File: src/rtl/aes_pkg.sv
// Shared AES-128 key-schedule definitions: block type, round-constant table,
// default round count and the key expander state encoding.
package aes_pkg;

  localparam int NUM_ROUNDS_DEF = 10;

  typedef logic [127:0] block_t;

  typedef enum logic {
    IDLE   = 1'b0,
    ACTIVE = 1'b1
  } ks_state_e;

  localparam logic [7:0] RCON [0:9] = '{
    8'h01, 8'h02, 8'h04, 8'h08, 8'h10,
    8'h20, 8'h40, 8'h80, 8'h1b, 8'h36
  };

  // Round constant used when stepping from round key idx to idx+1.
  function automatic logic [7:0] rcon_of(input logic [3:0] idx);
    return (idx < 4'd10) ? RCON[idx] : 8'h00;
  endfunction

endpackage

File: src/rtl/key_expander_if.sv
// Consumer-facing port bundle of the key expander; slave is the expander side.
interface key_expander_if;
  import aes_pkg::*;

  // key_valid/key_ready: a round key transfers on every clk edge where both
  // are high; while key_valid is high and key_ready low, round_key and
  // round_idx stay stable and key_valid stays high until the transfer.
  block_t      key_in;
  logic        start;
  logic        key_ready;
  block_t      round_key;
  logic        key_valid;
  logic [3:0]  round_idx;
  logic        busy;
  logic        done;
  ks_state_e   dbg_state;

  modport master (
    output key_in, start, key_ready,
    input  round_key, key_valid, round_idx, busy, done, dbg_state
  );

  modport slave (
    input  key_in, start, key_ready,
    output round_key, key_valid, round_idx, busy, done, dbg_state
  );

endinterface

File: src/rtl/ks_sbox.sv
// Combinational AES forward S-box: one byte in, one byte out.
module ks_sbox (
  input  logic [7:0] i_data,
  output logic [7:0] o_data
);

  // Entry for input i lives at bits [2047-8*i -: 8].
  localparam logic [2047:0] SBOX = {
    128'h637c777bf26b6fc53001672bfed7ab76, 128'hca82c97dfa5947f0add4a2af9ca472c0,
    128'hb7fd9326363ff7cc34a5e5f171d83115, 128'h04c723c31896059a071280e2eb27b275,
    128'h09832c1a1b6e5aa0523bd6b329e32f84, 128'h53d100ed20fcb15b6acbbe394a4c58cf,
    128'hd0efaafb434d338545f9027f503c9fa8, 128'h51a3408f929d38f5bcb6da2110fff3d2,
    128'hcd0c13ec5f974417c4a77e3d645d1973, 128'h60814fdc222a908846eeb814de5e0bdb,
    128'he0323a0a4906245cc2d3ac629195e479, 128'he7c8376d8dd54ea96c56f4ea657aae08,
    128'hba78252e1ca6b4c6e8dd741f4bbd8b8a, 128'h703eb5664803f60e613557b986c11d9e,
    128'he1f8981169d98e949b1e87e9ce5528df, 128'h8ca1890dbfe6426841992d0fb054bb16
  };

  logic [10:0] w_base;

  assign w_base = {i_data, 3'b000};
  assign o_data = SBOX[11'd2047 - w_base -: 8];

endmodule

File: src/rtl/key_expander.sv
// Iterative AES-128 key schedule: latches a cipher key on start and streams
// round keys 0..NUM_ROUNDS, deriving each next key from the held one.
module key_expander
  import aes_pkg::*;
#(
  parameter int NUM_ROUNDS = NUM_ROUNDS_DEF
) (
  input logic           clk,
  input logic           rst_an,
  key_expander_if.slave ks
);

  localparam logic [3:0] LAST_IDX = 4'(NUM_ROUNDS);

  ks_state_e   r_state;
  block_t      r_key;
  logic [3:0]  r_idx;
  logic        r_valid;
  logic        r_done;

  logic [31:0] w_w0, w_w1, w_w2, w_w3;
  logic [31:0] w_rot, w_sub, w_t;
  logic [31:0] w_n0, w_n1, w_n2, w_n3;
  block_t      w_next;
  logic        w_hs;

  assign {w_w0, w_w1, w_w2, w_w3} = r_key;
  assign w_rot = {w_w3[23:0], w_w3[31:24]};

  for (genvar g = 0; g < 4; g++) begin : g_sbox
    ks_sbox u_sbox (
      .i_data (w_rot[8*g +: 8]),
      .o_data (w_sub[8*g +: 8])
    );
  end

  assign w_t    = w_sub ^ {rcon_of(r_idx), 24'h000000};
  assign w_n0   = w_w0 ^ w_t;
  assign w_n1   = w_w1 ^ w_n0;
  assign w_n2   = w_w2 ^ w_n1;
  assign w_n3   = w_w3 ^ w_n2;
  assign w_next = {w_n0, w_n1, w_n2, w_n3};
  assign w_hs   = r_valid & ks.key_ready;

  always_ff @(posedge clk) begin
    if (rst_an) begin
      r_state <= IDLE;
      r_key   <= '0;
      r_idx   <= '0;
      r_valid <= 1'b0;
      r_done  <= 1'b0;
    end else begin
      r_done <= 1'b0;
      case (r_state)
        IDLE: begin
          if (ks.start) begin
            r_key   <= ks.key_in;
            r_idx   <= '0;
            r_valid <= 1'b1;
            r_state <= ACTIVE;
          end
        end
        ACTIVE: begin
          if (w_hs) begin
            if (r_idx == LAST_IDX) begin
              // Last key stays on round_key after the sequence ends.
              r_valid <= 1'b0;
              r_done  <= 1'b1;
              r_state <= IDLE;
            end else begin
              r_key <= w_next;
              r_idx <= r_idx + 4'd1;
            end
          end
        end
        default: r_state <= IDLE;
      endcase
    end
  end

  assign ks.round_key = r_key;
  assign ks.round_idx = r_idx;
  assign ks.key_valid = r_valid;
  assign ks.done      = r_done;
  assign ks.busy      = (r_state == ACTIVE);
  assign ks.dbg_state = r_state;

endmodule

File: src/flat_wrapper.sv
// flat-port wrapper written by rule: the top's interface ports become plain ports
module key_expander_flat import aes_pkg::*;
#(
  parameter int NUM_ROUNDS = NUM_ROUNDS_DEF
)
  (clk, rst_an, ks_key_in, ks_start, ks_key_ready, ks_round_key, ks_key_valid, ks_round_idx, ks_busy, ks_done, ks_dbg_state);
  key_expander_if ks_i ();
  input logic clk;
  input logic rst_an;
  input wire logic [$bits(ks_i.key_in)-1:0] ks_key_in;
  input wire logic [$bits(ks_i.start)-1:0] ks_start;
  input wire logic [$bits(ks_i.key_ready)-1:0] ks_key_ready;
  output wire logic [$bits(ks_i.round_key)-1:0] ks_round_key;
  output wire logic [$bits(ks_i.key_valid)-1:0] ks_key_valid;
  output wire logic [$bits(ks_i.round_idx)-1:0] ks_round_idx;
  output wire logic [$bits(ks_i.busy)-1:0] ks_busy;
  output wire logic [$bits(ks_i.done)-1:0] ks_done;
  output wire logic [$bits(ks_i.dbg_state)-1:0] ks_dbg_state;
  assign ks_i.key_in = ks_key_in;
  assign ks_i.start = ks_start;
  assign ks_i.key_ready = ks_key_ready;
  assign ks_round_key = ks_i.round_key;
  assign ks_key_valid = ks_i.key_valid;
  assign ks_round_idx = ks_i.round_idx;
  assign ks_busy = ks_i.busy;
  assign ks_done = ks_i.done;
  assign ks_dbg_state = ks_i.dbg_state;
  key_expander #(.NUM_ROUNDS(NUM_ROUNDS)) u_core (.clk(clk), .rst_an(rst_an), .ks(ks_i));
endmodule
File: config.mk
export PLATFORM = sky130hd
export DESIGN_NAME = key_expander_flat
export DESIGN_NICKNAME = d
export VERILOG_FILES = /design/src/rtl/aes_pkg.sv /design/src/rtl/key_expander_if.sv /design/src/rtl/ks_sbox.sv /design/src/rtl/key_expander.sv /design/src/flat_wrapper.sv
export SDC_FILE = /design/constraint.sdc
export NUM_CORES = 1
export LEC_CHECK = 0
export ABC_AREA = 1
export BUFFER_PORTS_ARGS = -buffer_cell sky130_fd_sc_hd__buf_2
export CORE_MARGIN = 4
export CORE_UTILIZATION = 30
export DETAILED_ROUTE_END_ITERATION = 6
export GPL_TIMING_DRIVEN = 0
export HOLD_SLACK_MARGIN = 0.05
export SYNTH_ARGS = -nofsm -noshare
export SYNTH_HDL_FRONTEND = slang
export SYNTH_SLANG_ARGS = --single-unit
File: constraint.sdc
create_clock -name clk -period 3.5 [get_ports clk]
set_clock_uncertainty 0.1 [all_clocks]
set_input_delay 0.175 -clock clk [delete_from_list [all_inputs] [get_ports clk]]
set_output_delay 0.175 -clock clk [all_outputs]
set_load 0.01 [all_outputs]
Word-level counts from Yosys, hierarchy flattened
Memories as Yosys holds them, arrays and structs flattened.
Index checks and enable logic that the tools add are counted.

operators by class
  multiplexer cells = 20
  shifts and indexed selects = 4
  bitwise gates (word level) = 9
  magnitude comparators = 2
  add/sub/neg operators = 5
  equal/unequal tests = 5
  reductions and logical operators = 3

operators by type and width
  kind                                                                              number
  2055-bit by 12-bit variable part select with 8-bit output (first input constant)  4
  128-bit two-way mux                                                               3
  128-bit one-hot mux with 2 select lines                                           1
  32-bit bitwise XOR                                                                5
  11-bit subtractor (first input constant)                                          4
  8-bit two-way mux                                                                 3
  4-bit two-way mux                                                                 3
  2-bit inequality test (second input constant)                                     4
  4-bit one-hot mux with 2 select lines                                             1
  1-bit two-way mux                                                                 7
  3-bit AND reduction                                                               2
  5-bit greater-or-equal comparator (second input constant)                         1
  4-bit inverter with 5-bit output                                                  1
  4-bit by 1-bit adder with 4-bit output (second input constant)                    1
  4-bit == test (second input constant)                                             1
  4-bit < comparator (second input constant)                                        1
  1-bit one-hot mux with 2 select lines                                             2
  3-bit OR reduction                                                                1
  1-bit inverter                                                                    2
  1-bit bitwise AND                                                                 1

word-level totals
  memories = 1
  memory bits (read-only) = 128
  logic and storage cells = 54
  output and inout port bits = 136
  bits in registers = 135

memories
  name             depth  width  read ports  clocked after Yosys merged registers in  wr ports  line           text
  (no name shown)  16     8      1           0                                        0         aes_pkg.sv:21  return (idx < 4'd10) ? RCON[idx] : 8'h00;

Longest topological paths before layout
  depth in word-level cells = 13
  mapped depth = 23

Cells and area by module
A second synthesis with hierarchy kept.

unflattened totals
  cell total of the unflattened synthesis = 3480
  area total of the unflattened synthesis = 18983.2 µm²

modules (own cells, without submodules)
  module        times used  area an instance (µm²)  cells an instance
  ks_sbox       4           2956.6                  634
  key_expander  1           7156.9                  944

Worst setup path before layout
No wires, ideal clock.

  path type = reg-to-reg
  from = register u_core.r_key[25] (netlist: u_core.ks.round_key[25])
  to = register u_core.r_key[7] (netlist: u_core.ks.round_key[7])
  cell stages (with the launch flop) = 23
  data arrival time = 2683 ps
  slack = 584 ps
  setup time = 132 ps
  cells stage by stage = dfxtp_1 -> buf_2 -> inv_1 -> ha_1 -> inv_1 -> nand2_1 -> nand2_1 -> o21ai_0 -> nand2_1 -> nand2_1 -> nand2_1 -> nand3_1 -> nand3_1 -> nand2_1 -> nand2_1 -> nand2_1 -> nand2_1 -> nand3_1 -> nand2_1 -> nand2_1 -> nand3_1 -> nand2_1 -> a21oi_1

on the way
  longest elaborated chain between the ends = 10

ends and longest elaborated chain
  element                                                    line                text
  start: declaration                                         key_expander.sv:16  block_t r_key;
  start signal: assignment                                   key_expander.sv:57  r_key <= ks.key_in;
  start signal: assignment                                   key_expander.sv:71  r_key <= w_next;
  11-bit subtractor                                          ks_sbox.sv:22       assign o_data = SBOX[11'd2047 - w_base -: 8];
  2055-bit by 12-bit variable part select with 8-bit output  ks_sbox.sv:22
  32-bit bitwise XOR                                         key_expander.sv:37  assign w_t = w_sub ^ {rcon_of(r_idx), 24'h000000};
  32-bit bitwise XOR                                         key_expander.sv:38  assign w_n0 = w_w0 ^ w_t;
  32-bit bitwise XOR                                         key_expander.sv:39  assign w_n1 = w_w1 ^ w_n0;
  32-bit bitwise XOR                                         key_expander.sv:40  assign w_n2 = w_w2 ^ w_n1;
  32-bit bitwise XOR                                         key_expander.sv:41  assign w_n3 = w_w3 ^ w_n2;
  128-bit two-way mux                                        key_expander.sv:65  if (r_idx == LAST_IDX) begin
  128-bit two-way mux                                        key_expander.sv:64  if (w_hs) begin
  128-bit one-hot mux with 2 select lines                    key_expander.sv:54  case (r_state)

No other way between the ends. The select of a mux whose other input is x is not followed.
A chain may end at the register's enable or synchronous reset.

Worst setup path in the final report
  from = register u_core.r_state (netlist: u_core.ks.busy)
  to = register u_core.r_key[73] (netlist: u_core.ks.round_key[73])

on the way
  longest elaborated chain between the ends = 3
  elaborated cells between the ends (all ways) = 6
  classes of those cells = eq/ne: 3; mux: 1; bitwise: 1; reduce/logical: 1

ends and longest elaborated chain
  element                          line                text
  start: declaration               key_expander.sv:15  ks_state_e r_state;
  start signal: assignment         key_expander.sv:47  r_state <= IDLE;
  start signal: assignment         key_expander.sv:60  r_state <= ACTIVE;
  start signal: assignment         key_expander.sv:69  r_state <= IDLE;
  1-bit inverter (no line)         -
  2-bit inequality test (no line)  -
  3-bit AND reduction (no line)    -

Several ways; a longest one is shown, not always the timed one.

==> impl_metrics.env <==
export IMPL_drive_above_1_share_pct=16.3
export IMPL_multi_input_area_mm2=0.0159
export IMPL_portBuffers=266
export IMPL_use_met1_pct=56.0
export IMPL_chipWidth_um=264
export IMPL_antenna_found_initial=3
export IMPL_ir_worst_vdd_v=0.000450
export IMPL_setup_viol_count_final=26
export IMPL_dr_total_vias=32675
export IMPL_mostFrequentLayoutCell="nand2_1"
export IMPL_grt_pass1_vias=29479
export IMPL_synth_edf_count=0
export IMPL_start_kind="flop"
export IMPL_drt_iter0_drc=5830
export IMPL_grtUsageMet2_pct=61.2
export IMPL_whs_ps=76.7
export IMPL_grt_max_degree=17
export IMPL_synth_cell_types=35
export IMPL_syn_cell_area_mm2=0.0197
export IMPL_dp_hpwl_um=123000
export IMPL_cts_max_path_buffers=2
export IMPL_fp_dieArea_mm2=0.0699
export IMPL_synthToLayoutAreaGrowth_pct=28.8
export IMPL_power_frac_seq_pct=17.2
export IMPL_rows=93
export IMPL_gp_congestion=1.09
export IMPL_synth_main_ff_cell="dfxtp_1"
export IMPL_critPathMaxStageDelay_ps=630
export IMPL_max_clock_freq_mhz=280
export IMPL_worst_slew_pin_slew_ps=1330
export IMPL_syn_instance_count=3860
export IMPL_ys_seq_area_share_pct=13.7
export IMPL_synth_seq_cells=135
export IMPL_cp_buffers_inverters=6
export IMPL_final_cell_mix="1138 x nand2_1, 1071 x nand3_1, 348 x nor2_1"
export IMPL_hold_violations=0
export IMPL_start_util_pct=30.4
export IMPL_p_int_mw=4.86
export IMPL_io_pins=268
export IMPL_cts_buffers=17
export IMPL_hp_class="in -> reg"
export IMPL_final_max_slew_viol_count=0
export IMPL_setup_ws_ps=-76.4
export IMPL_path_max_fanout=10
export IMPL_violations="design-rule violations, negative setup slack"
export IMPL_cp_arrival_ps=3810
export IMPL_grt_pass1_wl_um=223000
export IMPL_clk_pin_slew_ps=70
export IMPL_syn_avg_cell_area_um2=5.11
export IMPL_crit_chain="clkbuf_1, inv_1, nand2_1, inv_1, nor2_1, clkbuf_1, inv_1, clkbuf_1, o211ai_1, a21oi_1"
export IMPL_fp_dieH_um=264
export IMPL_rsz0062_at_grt="yes"
export IMPL_h_tree_depth=4
export IMPL_fillers=7474
export IMPL_clk_latency_ps=500
export IMPL_cts_tree="built"
export IMPL_viasPerCell=6.31
export IMPL_grtUsageTotal_pct=43.7
export IMPL_detail_route_wl_per_cell_um=31.4
export IMPL_seq_area_mm2=0.00274
export IMPL_grtUsageMet3_pct=14.7
export IMPL_p_leak_nw=12.2
export IMPL_coreArea_mm2=0.0648
export IMPL_busiest_layer="met2"
export IMPL_clock_sinks=135
export IMPL_remaining_drc_errors=5
export IMPL_status="finished, violations left"
export IMPL_fin_util_pct=39.2
export IMPL_period_minus_slack_ps=3580
export IMPL_syn_nets=4058
export IMPL_p_sw_share_pct=56.4
export IMPL_drv_cap=0
export IMPL_critPathTopFamily="buffers and inverters"
export IMPL_cts_root_buf="clkbuf_16"
export IMPL_layout_nets=4503
export IMPL_power_frac_clock_pct=19.0
export IMPL_wl_um=162000
export IMPL_drt_pass1_iter_count=7
export IMPL_yosysWarnings=0
export IMPL_synthArstFlopShare_pct=0
export IMPL_grt_overflow=0
export IMPL_worstPathRequired_ps=3730
export IMPL_power_frac_comb_pct=63.8
export IMPL_power_density_mw_per_mm2=439
export IMPL_end_kind="flop"
export IMPL_fin_crit_sh_pct=102
export IMPL_ant_nets=0
export IMPL_critical_path_class="reg -> reg"
export IMPL_p_switching_mw=6.29
export IMPL_crit_slowest_cell="clkbuf_1"
export IMPL_slew_headroom_pct=11.5
==> power by group through the flow <==
stage               combinational, mW  sequential (mW)  clock (mW)
finish                           7.11             1.92        2.12
floorplan                        3.54             1.90           0
global route                     7.36             1.92        2.17
detailed placement               6.09             1.95           0
global placement                 6.24             1.95           0
CTS                              6.39             1.91        2.11
==> routing by layer <==
metal  vias up  part of all wire (%)  wire, µm
li1      13744                     -         -
met2      2990                    39     63900
met4         2                   8.9     14500
met1     15196                    37     60500
met5         -                 0.013        21
met3       743                    14     23500
==> cells by family after synthesis <==
| family | count (synthesis) | share of synthesized area, % |
|---|---|---|
| AOI/OAI and AO/OA | 391 | 10.6 |
| xor gates and xnor gates | 8 | 0.355 |
| adders and majority gates | 66 | 4.19 |
| buffers and inverters | 489 | 10.4 |
| DFF | 135 | 13.7 |
| and+or+nand+nor | 2771 | 60.8 |
==> path summary, 6_finish.rpt <==
check	from	endpoint	cells past startpoint	slack, ps
max	u_core.ks.busy$_SDFF_PP0_	u_core.ks.round_key[73]$_SDFFE_PP0P_	10	-80
min	ks_key_in[50]	u_core.ks.round_key[50]$_SDFFE_PP0P_	5	80
max reg2reg	u_core.ks.busy$_SDFF_PP0_	u_core.ks.round_key[73]$_SDFFE_PP0P_	10	-80
min reg2reg	u_core.ks.round_key[126]$_SDFFE_PP0P_	u_core.ks.round_key[126]$_SDFFE_PP0P_	2	390
==> tightest hold or removal path, cell delays in order <==
cell,delay (ps)
buf_2,70
nor2_1,70
nor2_1,100
o21ai_0,80
a21oi_1,120
==> per-stage QoR <==
step / total power, mW / setup slack, ps / TNS [ps] / instance area (µm²) / cells
final: 11.1 / -76.4 / -882 / 25400 / 5179
after global routing: 11.5 / -97.5 / -625 / 25400 / 5174
after CTS: 10.4 / -13.0 / -13.0 / 24500 / 5150
after detailed placement: 8.05 / -1200 / -80120 / 22100 / 4981
after global placement: 8.19 / -1350 / -92280 / 22100 / 4981
after floorplan: 5.44 / 584 / 0 / 19700 / 3860
==> synth_stat cells (all sizes together) (18+ instances only) <==
library cell / instances / share of area, %
nor2: 383 / 7.4
nand2: 1223 / 24
clkbuf: 116 / 2.2
o211ai: 39 / 1.5
nand4: 18 / 0.57
ha: 66 / 4.2
o21ai: 125 / 3.2
buf: 149 / 3.9
a21oi: 219 / 5.6
dfxtp: 135 / 14
nand3: 1125 / 29
inv: 215 / 4.1
==> area by class of cell <==
| type | instances | area share [%] |
|---|---|---|
| Buffer | 265 | 4.99 |
| Tap cell | 855 | 4.21 |
| Sequential cell | 135 | 10.8 |
| Clock inverter | 13 | 0.758 |
| Antenna cell | 6 | 0.0591 |
| Multi-Input combinational cell | 3236 | 62.7 |
| Clock buffer | 19 | 1.78 |
| Timing Repair Buffer | 426 | 11.3 |
| Inverter | 224 | 3.45 |
==> registers in the layout, indices dropped and copies added, names as in the netlist <==
| name | flops |
|---|---|
| u_core.ks.round_key | 128 |
| u_core.ks.round_idx | 4 |
| u_core.ks.busy | 1 |
| u_core.ks.done | 1 |
| u_core.ks.key_valid | 1 |
==> repair_timing <==
action                                  CTS  global route
hold buffers                            114             0
resized for setup                       132           182
setup buffers                            23            23
endpoints found under the setup margin  128            79
pin swaps                                 5            20
endpoints found under the hold margin   115             0
(Power assumes the default switching activity.)
